--- src/rtl/ft_stream_demux_if.sv ---
// Stream bundle between the FTDI receive side and the demux: incoming words, FIFO write port,
// CPU write port and the active-destination full flag.
interface ft_stream_demux_if #(
  parameter int unsigned FT_DATA_WIDTH = 32,
  parameter int unsigned IQ_HALF_WIDTH = 12,
  parameter int unsigned NUM_CH        = 4
);
  logic [FT_DATA_WIDTH-1:0]   data_i;
  logic                       we_i;
  logic [NUM_CH-1:0]          fifo_full_i;
  logic [2*IQ_HALF_WIDTH-1:0] fifo_data_o;
  logic [NUM_CH-1:0]          fifo_we_o;
  logic [FT_DATA_WIDTH-1:0]   cpu_data_o;
  logic                       cpu_we_o;
  logic                       full_o;

  modport master (
    output data_i, we_i, fifo_full_i,
    input  fifo_data_o, fifo_we_o, cpu_data_o, cpu_we_o, full_o
  );

  modport slave (
    input  data_i, we_i, fifo_full_i,
    output fifo_data_o, fifo_we_o, cpu_data_o, cpu_we_o, full_o
  );
endinterface

--- src/rtl/ft_stream_demux.sv ---
// Packet-aware FTDI receive demux: decodes sync/channel/length headers and routes payload words
// to IQ FIFOs or the CPU port, with overflow tracking, bad-header counting and loopback bypass.
module ft_stream_demux #(
  parameter int unsigned FT_DATA_WIDTH    = 32,
  parameter int unsigned IQ_HALF_WIDTH    = 12,
  parameter int unsigned QSTART_BIT_INDEX = 16,
  parameter int unsigned NUM_CH           = 4,
  parameter int unsigned LEN_WIDTH        = 16
) (
  input  logic                 clk_i,
  input  logic                 reset_n,
  input  logic                 loopback,
  ft_stream_demux_if.slave     bus,
  output logic [NUM_CH-1:0]    overflow_o,
  input  logic                 ovf_clr_i,
  output logic [7:0]           hdr_err_cnt_o,
  output logic                 busy_o
);

  localparam logic [3:0]        SyncWord = 4'hA;
  localparam logic [3:0]        CpuId    = 4'hF;
  localparam logic [NUM_CH-1:0] ChZero   = NUM_CH'(1);

  typedef enum logic [1:0] {StDecode, StPayload, StLoop} state_e;

  state_e                     state_q, state_d;
  logic [3:0]                 dest_q, dest_d;
  logic [LEN_WIDTH-1:0]       rem_q, rem_d;
  logic [2*IQ_HALF_WIDTH-1:0] fifo_data_q, fifo_data_d;
  logic [NUM_CH-1:0]          fifo_we_q, fifo_we_d;
  logic [FT_DATA_WIDTH-1:0]   cpu_data_q, cpu_data_d;
  logic                       cpu_we_q, cpu_we_d;
  logic [NUM_CH-1:0]          ovf_q, ovf_d, ovf_set;
  logic [7:0]                 hdr_cnt_q, hdr_cnt_d;

  logic [3:0]                 hdr_sync, hdr_id;
  logic [LEN_WIDTH-1:0]       hdr_len;
  logic [2*IQ_HALF_WIDTH-1:0] packed_word;
  logic [NUM_CH-1:0]          dest_oh;
  logic                       dest_is_fifo;

  assign hdr_sync    = bus.data_i[FT_DATA_WIDTH-1 -: 4];
  assign hdr_id      = bus.data_i[FT_DATA_WIDTH-5 -: 4];
  assign hdr_len     = bus.data_i[LEN_WIDTH-1:0];
  assign packed_word = {bus.data_i[QSTART_BIT_INDEX +: IQ_HALF_WIDTH],
                        bus.data_i[IQ_HALF_WIDTH-1:0]};

  // Out-of-range channel IDs shift the bit out entirely, which marks them as DROP.
  assign dest_oh      = ChZero << dest_q;
  assign dest_is_fifo = |dest_oh;

  always_comb begin
    state_d     = state_q;
    dest_d      = dest_q;
    rem_d       = rem_q;
    fifo_we_d   = '0;
    fifo_data_d = fifo_data_q;
    cpu_we_d    = 1'b0;
    cpu_data_d  = cpu_data_q;
    ovf_set     = '0;
    hdr_cnt_d   = hdr_cnt_q;

    case (state_q)
      StLoop: begin
        if (bus.we_i) begin
          if (bus.fifo_full_i[0]) begin
            ovf_set = ChZero;
          end else begin
            fifo_we_d   = ChZero;
            fifo_data_d = packed_word;
          end
        end
        if (!loopback) state_d = StDecode;
      end

      StPayload: begin
        if (loopback) begin
          state_d = StLoop;
          rem_d   = '0;
        end else if (bus.we_i) begin
          if (dest_is_fifo) begin
            if ((bus.fifo_full_i & dest_oh) != '0) begin
              ovf_set = dest_oh;
            end else begin
              fifo_we_d   = dest_oh;
              fifo_data_d = packed_word;
            end
          end else if (dest_q == CpuId) begin
            cpu_we_d   = 1'b1;
            cpu_data_d = bus.data_i;
          end
          rem_d = rem_q - LEN_WIDTH'(1);
          if (rem_q == LEN_WIDTH'(1)) state_d = StDecode;
        end
      end

      default: begin
        if (loopback) begin
          state_d = StLoop;
          rem_d   = '0;
        end else if (bus.we_i) begin
          if (hdr_sync != SyncWord) begin
            if (hdr_cnt_q != 8'hFF) hdr_cnt_d = hdr_cnt_q + 8'd1;
          end else begin
            dest_d = hdr_id;
            rem_d  = hdr_len;
            if (hdr_id == CpuId) begin
              cpu_we_d   = 1'b1;
              cpu_data_d = bus.data_i;
            end
            if (hdr_len != '0) state_d = StPayload;
          end
        end
      end
    endcase

    // A new drop in the same cycle as a clear must survive.
    ovf_d = (ovf_q & ~{NUM_CH{ovf_clr_i}}) | ovf_set;
  end

  always_ff @(posedge clk_i or negedge reset_n) begin
    if (!reset_n) begin
      state_q     <= StDecode;
      dest_q      <= '0;
      rem_q       <= '0;
      fifo_data_q <= '0;
      fifo_we_q   <= '0;
      cpu_data_q  <= '0;
      cpu_we_q    <= 1'b0;
      ovf_q       <= '0;
      hdr_cnt_q   <= '0;
    end else begin
      state_q     <= state_d;
      dest_q      <= dest_d;
      rem_q       <= rem_d;
      fifo_data_q <= fifo_data_d;
      fifo_we_q   <= fifo_we_d;
      cpu_data_q  <= cpu_data_d;
      cpu_we_q    <= cpu_we_d;
      ovf_q       <= ovf_d;
      hdr_cnt_q   <= hdr_cnt_d;
    end
  end

  always_comb begin
    bus.full_o = 1'b0;
    if (state_q == StPayload && dest_is_fifo) begin
      bus.full_o = (bus.fifo_full_i & dest_oh) != '0;
    end else if (state_q == StLoop) begin
      bus.full_o = bus.fifo_full_i[0];
    end
  end

  assign bus.fifo_data_o = fifo_data_q;
  assign bus.fifo_we_o   = fifo_we_q;
  assign bus.cpu_data_o  = cpu_data_q;
  assign bus.cpu_we_o    = cpu_we_q;
  assign overflow_o      = ovf_q;
  assign hdr_err_cnt_o   = hdr_cnt_q;
  assign busy_o          = state_q != StDecode;

endmodule
--- src/flat_wrapper.sv ---
// flat-port wrapper written by rule: the top's interface ports become plain ports
module ft_stream_demux_flat 
#(
  parameter int unsigned FT_DATA_WIDTH    = 32,
  parameter int unsigned IQ_HALF_WIDTH    = 12,
  parameter int unsigned QSTART_BIT_INDEX = 16,
  parameter int unsigned NUM_CH           = 4,
  parameter int unsigned LEN_WIDTH        = 16
)
  (clk_i, reset_n, loopback, overflow_o, ovf_clr_i, hdr_err_cnt_o, busy_o, bus_data_i, bus_we_i, bus_fifo_full_i, bus_fifo_data_o, bus_fifo_we_o, bus_cpu_data_o, bus_cpu_we_o, bus_full_o);
  ft_stream_demux_if #(.FT_DATA_WIDTH(FT_DATA_WIDTH), .IQ_HALF_WIDTH(IQ_HALF_WIDTH), .NUM_CH(NUM_CH)) bus_i ();
  input  logic clk_i;
  input  logic reset_n;
  input  logic loopback;
  output logic [NUM_CH-1:0] overflow_o;
  input  logic ovf_clr_i;
  output logic [7:0] hdr_err_cnt_o;
  output logic busy_o;
  input wire logic [$bits(bus_i.data_i)-1:0] bus_data_i;
  input wire logic [$bits(bus_i.we_i)-1:0] bus_we_i;
  input wire logic [$bits(bus_i.fifo_full_i)-1:0] bus_fifo_full_i;
  output wire logic [$bits(bus_i.fifo_data_o)-1:0] bus_fifo_data_o;
  output wire logic [$bits(bus_i.fifo_we_o)-1:0] bus_fifo_we_o;
  output wire logic [$bits(bus_i.cpu_data_o)-1:0] bus_cpu_data_o;
  output wire logic [$bits(bus_i.cpu_we_o)-1:0] bus_cpu_we_o;
  output wire logic [$bits(bus_i.full_o)-1:0] bus_full_o;
  assign bus_i.data_i = bus_data_i;
  assign bus_i.we_i = bus_we_i;
  assign bus_i.fifo_full_i = bus_fifo_full_i;
  assign bus_fifo_data_o = bus_i.fifo_data_o;
  assign bus_fifo_we_o = bus_i.fifo_we_o;
  assign bus_cpu_data_o = bus_i.cpu_data_o;
  assign bus_cpu_we_o = bus_i.cpu_we_o;
  assign bus_full_o = bus_i.full_o;
  ft_stream_demux #(.FT_DATA_WIDTH(FT_DATA_WIDTH), .IQ_HALF_WIDTH(IQ_HALF_WIDTH), .QSTART_BIT_INDEX(QSTART_BIT_INDEX), .NUM_CH(NUM_CH), .LEN_WIDTH(LEN_WIDTH)) u_core (.clk_i(clk_i), .reset_n(reset_n), .loopback(loopback), .bus(bus_i), .overflow_o(overflow_o), .ovf_clr_i(ovf_clr_i), .hdr_err_cnt_o(hdr_err_cnt_o), .busy_o(busy_o));
endmodule
--- config.mk ---
export PLATFORM = sky130hd
export DESIGN_NAME = ft_stream_demux_flat
export DESIGN_NICKNAME = d
export VERILOG_FILES = /design/src/rtl/ft_stream_demux_if.sv /design/src/rtl/ft_stream_demux.sv /design/src/flat_wrapper.sv
export SDC_FILE = /design/constraint.sdc
export NUM_CORES = 1
export LEC_CHECK = 0
export ABC_AREA = 0
export BUFFER_PORTS_ARGS = -buffer_cell sky130_fd_sc_hd__buf_2
export CAP_MARGIN = 20
export CORE_ASPECT_RATIO = 1.1
export CORE_MARGIN = 3
export CORE_UTILIZATION = 35
export CTS_BUF_LIST = sky130_fd_sc_hd__clkbuf_2
export DETAILED_ROUTE_END_ITERATION = 6
export HOLD_SLACK_MARGIN = 0.15
export PLACE_DENSITY = 0.59
export REMOVE_ABC_BUFFERS = 1
export SLEW_MARGIN = 25
export SYNTH_ARGS = -nofsm -noshare
export SYNTH_HDL_FRONTEND = slang
export SYNTH_SLANG_ARGS = --single-unit
export TNS_END_PERCENT = 100
--- constraint.sdc ---
create_clock -name clk_i -period 2.1 [get_ports clk_i]
set_input_delay 0.21 -clock clk_i [delete_from_list [all_inputs] [get_ports clk_i]]
set_output_delay 0.21 -clock clk_i [all_outputs]
set_load 0.01 [all_outputs]
# ---- After elaboration in Yosys (flattened, before gate mapping)
# Cells that the tools add are included.
dict set report word_totals {
  reg_bits 95
  output_inout_bits 75
}
dict set report classes {
  shifts 1
  eq_ne 21
  bitwise_logic 8
  n_mux 56
  n_addsub 2
  n_reduce_logical 17
}
# operator count
set op_table {}
lappend op_table {{32-bit 2-to-1 mux} 8}
lappend op_table {{24-bit 2-to-1 mux} 6}
lappend op_table {{16-bit 2-to-1 mux} 5}
lappend op_table {{32-bit case mux with 2 select lines} 1}
lappend op_table {{24-bit case mux with 2 select lines} 1}
lappend op_table {{4-bit 2-to-1 mux} 10}
lappend op_table {{16-bit case mux with 2 select lines} 1}
lappend op_table {{16-bit by 1-bit == test with 1-bit output, second input constant} 1}
lappend op_table {{2-bit 2-to-1 mux} 8}
lappend op_table {{2-bit != test, second input constant} 8}
lappend op_table {{4-bit case mux with 2 select lines} 2}
lappend op_table {{16-bit nonzero test} 1}
lappend op_table {{16-bit by 1-bit subtractor with 16-bit output, second input constant} 1}
lappend op_table {{7-bit AND reduction} 2}
lappend op_table {{1-bit 2-to-1 mux} 12}
lappend op_table {{8-bit by 1-bit adder with 8-bit output, second input constant} 1}
lappend op_table {{4-bit bitwise AND} 2}
lappend op_table {{4-bit == test, second input constant} 2}
lappend op_table {{4-bit != test, second input constant} 2}
lappend op_table {{8-bit != test, second input constant} 1}
lappend op_table {{2-bit nonzero test} 4}
lappend op_table {{4-bit nonzero test} 2}
lappend op_table {{3-bit != test, second input constant} 2}
lappend op_table {{6-bit AND reduction} 1}
lappend op_table {{other kinds (17)} 21}

# ---- Longest topological paths before layout
dict set report depth {
  ltp_word 9
  ltp_mapped 8
  ltp_nobuf 6
}

# ---- Least setup slack after synthesis
# OpenSTA, ideal clock, no wires.
dict set report synth_path {
  kind {register to register}
  startpoint {reg u_core.dest_q[0]}
  endpoint {reg u_core.fifo_data_q[13] (netlist: u_core.bus.fifo_data_o[13])}
  period_less_slack_ns 1.965
  arrival_ns 1.840
  path_slack_ns 0.135
  required_ns 1.975
  path_stages_with_launch 7
  setup_ns 0.125
  path_cell_list {dfrtp_1 buf_6 mux4_2 nand2b_4 a21oi_4 buf_6 mux2_2}
}
dict set report synth_between {
  elab_chain_cells 5
  elab_cells_between_ends 7
}
# item line
set synth_rtl {}
lappend synth_rtl {{from (decl)} ft_stream_demux.sv:27} ;# logic [3:0] dest_q, dest_d;
lappend synth_rtl {{from (signal assigned)} ft_stream_demux.sv:134} ;# dest_q <= dest_d;
lappend synth_rtl {{1-bit by 4-bit << shifter with 4-bit output *} ft_stream_demux.sv:49} ;# assign dest_oh = ChZero << dest_q;
lappend synth_rtl {{4-bit bitwise AND} ft_stream_demux.sv:82} ;# if ((bus.fifo_full_i & dest_oh) != '0) begin
lappend synth_rtl {{4-bit nonzero test} ft_stream_demux.sv:82}
lappend synth_rtl {{2-bit != test (no source line)} -}
lappend synth_rtl {{7-bit AND reduction (no source line) *} -}
lappend synth_rtl {{to (signal assigned)} ft_stream_demux.sv:136} ;# fifo_data_q <= fifo_data_d;
lappend synth_rtl {{to (decl)} ft_stream_demux.sv:29} ;# logic [2*IQ_HALF_WIDTH-1:0] fifo_data_q, fifo_data_d;
# Mark *: on every way between the ends. The rest lies on a longest branch, timed or not.
# A chain may end at the register's enable or synchronous reset.

# ---- Final worst setup path
dict set report layout_path {
  startpoint {reg u_core.dest_q[0]}
  endpoint {out bus_full_o}
}
dict set report layout_between {
  elab_chain_cells 4
  elab_cells_between_ends 6
}
# item line
set layout_rtl {}
lappend layout_rtl {{1-bit by 4-bit << shifter with 4-bit output *} ft_stream_demux.sv:49}
lappend layout_rtl {{4-bit bitwise AND or 4-bit OR reduction (tied branches)} {ft_stream_demux.sv:148, ft_stream_demux.sv:50}}
lappend layout_rtl {{4-bit nonzero test or 1-bit logical AND (tied branches)} {ft_stream_demux.sv:148, ft_stream_demux.sv:147}}
lappend layout_rtl {{1-bit 2-to-1 mux *} ft_stream_demux.sv:147} ;# if (state_q == StPayload && dest_is_fifo) begin
lappend layout_rtl {{to (decl)} flat_wrapper.sv:26} ;# output wire logic [$bits(bus_i.full_o)-1:0] bus_full_o;
# Marked as above.

==> run summary <==
• final HPWL from detailed placement: 8480 um
• die width: 114 um
• status: finished, final reports clean
• GRT Total Usage: 17.5%
• final worst path period need: 2.09 ns
• Max FO, Critical Path: 2
• synthesis warning total: 0
• fraction of layout instances using a drive strength above 1: 42.0%
• switching share of power: 38.4%
• DRC viols: 0
• clock buffers created by TritonCTS: 9
• final design instance area without fill: 0.00596 mm2
• Crit Reg-Reg Endpoint: u_core.bus.fifo_data_o[11]
• worst-skew pair later-pin latency: 0.56 ns
• R2R cell count: 6
• post-layout worst setup margin: 0.0130 ns
• residual overflow from global routing: 0
• Critical Path Source Type: flop
• CTS Root Cell: clkbuf_2
• layout overhead on the synthesized area: 34.0%
• std cell rows: 42
• area of the mapped netlist: 0.00445 mm2
• fraction of synthesized cell area taken by the top area cell type: 53.4%
• area of placed instances: 0.00535 mm2
• met2 Track Usage GR: 29.4%
• initial antenna violation count: 1
• capture endpoint of the worst hold path: u_core.overflow_o[2]
• total detailed-routing wirelength: 12100 um
• CTS HTree Levels: 3
• reg-to-reg setup timing slack: 0.01 ns
• clock share of power: 13.8%
• endpoint type of the worst setup path: output port
• CTS sink cnt: 95
• Req. time, crit path: 1.89 ns
• sequential power share: 41.2%
• vias after detailed routing: 3714
• critical hold path startpoint: bus_fifo_full_i[3]
• pin count of the biggest net entering global routing: 37
• effective utilization at floorplan: 36.3%
• most used standard cells in the synthesized netlist: dfrtp_1, mux2_2, nor2_1
• Seq/Total Area, Yosys: 53.4%
• final weighted congestion in routability-driven placement: 0.821
• number of stages on the worst hold path: 5
• number of flops mapped to enable cells by yosys: 0
• core region area: 0.0122 mm2
• routed length per placed instance: 17.1 um
• first-pass GRT wire length: 19900 um
• post-synthesis average cell area: 11.9 um2
• CP peak stage delay: 0.53 ns
• total number of nets in the final design: 595
• Top FF cell, synth: dfrtp_1
• number of max-cap violations: 0
• leading area contributor after synthesis: dfrtp_1
• pwr dens: 1100 mW/mm2
• global routing usage on met1: 22.3%
• Cell Int Power: 4030 uW
• leakage power: 0.00293 uW
• per-cell via count in the routed design: 5.25
• setup repair after global routing missed its margin: true
• number of global-route vias before repair: 3911
• TritonCTS clock tree: done
• drt pass-1 iters: 6
• number of library cell types mapped by synthesis: 56
• clock-pin slew of the registers on the worst-case setup and hold paths: 0.24 ns
• routing usage on met3: 3.60%
• fin. max-slew vios: 0
• Worst-Margin Slew: 0.495 ns
• global routing's busiest layer: met2
• largest cells by area after synthesis: dfrtp_1, mux2_2, nor2_1
• worst-case clock buffer depth: 2
• count of filler cells inserted in the layout: 1129
• critical-path cell list: mux4_2 > a31o_2 > buf_2
• critical path data arrival time: 1.88 ns
• number of setup violations in the final report: 0
• Worst Path Class, Setup: flop to output port
• Die Span Y: 124 um
• slowest stage cell, crit path: mux4_2
• origin of the critical flop-to-flop path: u_core.dest_q[0]
• worst-case vdd ir drop: 0.000470 V
• boundary pin count: 116
• number of instances in the synthesized netlist: 375
• count of final hold-check violations: 0
• count of input and output buffers: 115
• most used standard cell by instance count after synthesis: dfrtp_1
• highest achievable clock rate: 479 MHz
• period utilisation layout: 99.4%
• worst setup slack before clock tree synthesis: 0.0333 ns
• Logic pwr share: 45.0%
• net switching power: 2510 uW
• Setup TNS Final: 0 ns
• area enclosed by the die boundary: 0.0141 mm2
• initial DRC count: 200
• final setup skew: 0.0201 ns
• Hold Worst Slack: 0.372 ns
• Relative slew margins: 66.9%
• Hold Crit Class: input port to flop
• number of nets with antenna violations after detailed routing: 0
• register bit count reported by yosys: 95
• asr flop ratio synth: 100%
## power by group through the flow
stage | clock network [uW] | registers [uW] | logic (uW)
floorplan | 0 | 2830 | 1480
global placement | 0 | 2700 | 2750
detailed placement | 0 | 2720 | 2810
CTS | 942 | 2690 | 2920
global route | 1040 | 2770 | 3220
finish | 900 | 2700 | 2940
## worst max-delay path, delay by kind of cell, from the launching register on
kind	cells	cell delay, ns
AO/OA/AOI/OAI	1	0.23
buffers and inverters	1	0.14
flip-flops	1	0.43
multiplexers	1	0.53
## routing by layer
layer	share of wire [%]	vias to the layer above
li1	-	1740
met1	43	1858
met2	50	96
met3	4.5	20
met4	2.0	0
met5	0	-
## metrics by stage
step | std cells | util (%) | total power [uW]
2_1_floorplan | 354 | - | 4310
3_3_place_gp | 646 | 43.7 | 5440
3_5_place_dp | 646 | 43.7 | 5530
4_1_cts | 706 | 48.4 | 6560
5_1_grt | 708 | 48.7 | 7030
6_report | 708 | 48.7 | 6540
## sequential cells by signal (all words and copies together) (netlist names)
| register | cells |
|---|---|
| u_core.bus.fifo_data_o | 24 |
| u_core.overflow_o | 4 |
| u_core.state_q | 2 |
| u_core.bus.cpu_data_o | 32 |
| u_core.hdr_err_cnt_o | 8 |
| u_core.bus.fifo_we_o | 4 |
| u_core.dest_q | 4 |
| u_core.rem_q | 16 |
| u_core.bus.cpu_we_o | 1 |
## layout by cell type, fill, tap and decap left out, types with 6 or more instances in the layout
master	netlist	final
nor3_1	12	11
nand2_1	13	13
xor2_1	6	6
mux2_2	60	60
o21ai_0	17	17
nand3_1	8	8
nor2_1	24	23
inv_1	11	10
buf_4	0	24
clkbuf_2	0	10
buf_2	3	114
dfrtp_1	95	95
a22oi_1	6	6
nand2b_1	6	6
nand4_1	6	6
dlygate4sd3_1	0	40
a21oi_1	7	7
## logic make-up after synthesis
logic type                 share of synthesized area (%)
xor gates and xnor gates                            1.38
and+or+nand+nor                                     12.7
adders and majority gates                           1.69
AOI/OAI and AO/OA                                   11.3
buffers and inverters                               3.29
muxes                                               16.2
DFF                                                 53.4
## layout make-up
class	count	area, um2	share of cell area [%]
tap	154	193	3.23
clock inverter	6	61.3	1.03
multi-input combinational	248	1990	33.3
inverter	11	41.3	0.693
antenna	1	2.50	0.0420
timing repair buffer	183	1250	21.0
sequential	95	2380	39.9
clock buffer	10	50.0	0.839
## repair_timing
action / CTS / global route
setup buffers: 3 / 1
resized for setup: 5 / 5
hold buffers: 41 / 0
endpoints found under the hold margin: 180 / 0
endpoints found under the setup margin: 3 / 30
pin swaps: 2 / 1
## worst max-delay path by stage
stage | from | to | slack, ns | cells after the start
detailed placement | u_core.state_q[0] | u_core.hdr_err_cnt_o[5] | 0.03 | 6
global placement | u_core.state_q[1] | u_core.rem_q[10] | 0.12 | 7
finish | u_core.dest_q[0] | bus_full_o | 0.01 | 3
floorplan | u_core.state_q[1] | u_core.bus.cpu_data_o[0] | -1.05 | 5
global route | u_core.state_q[0] | bus_full_o | -0.12 | 6
CTS | u_core.state_q[0] | bus_full_o | -0.03 | 6
Note: power is estimated with default switching activity, not from simulation.
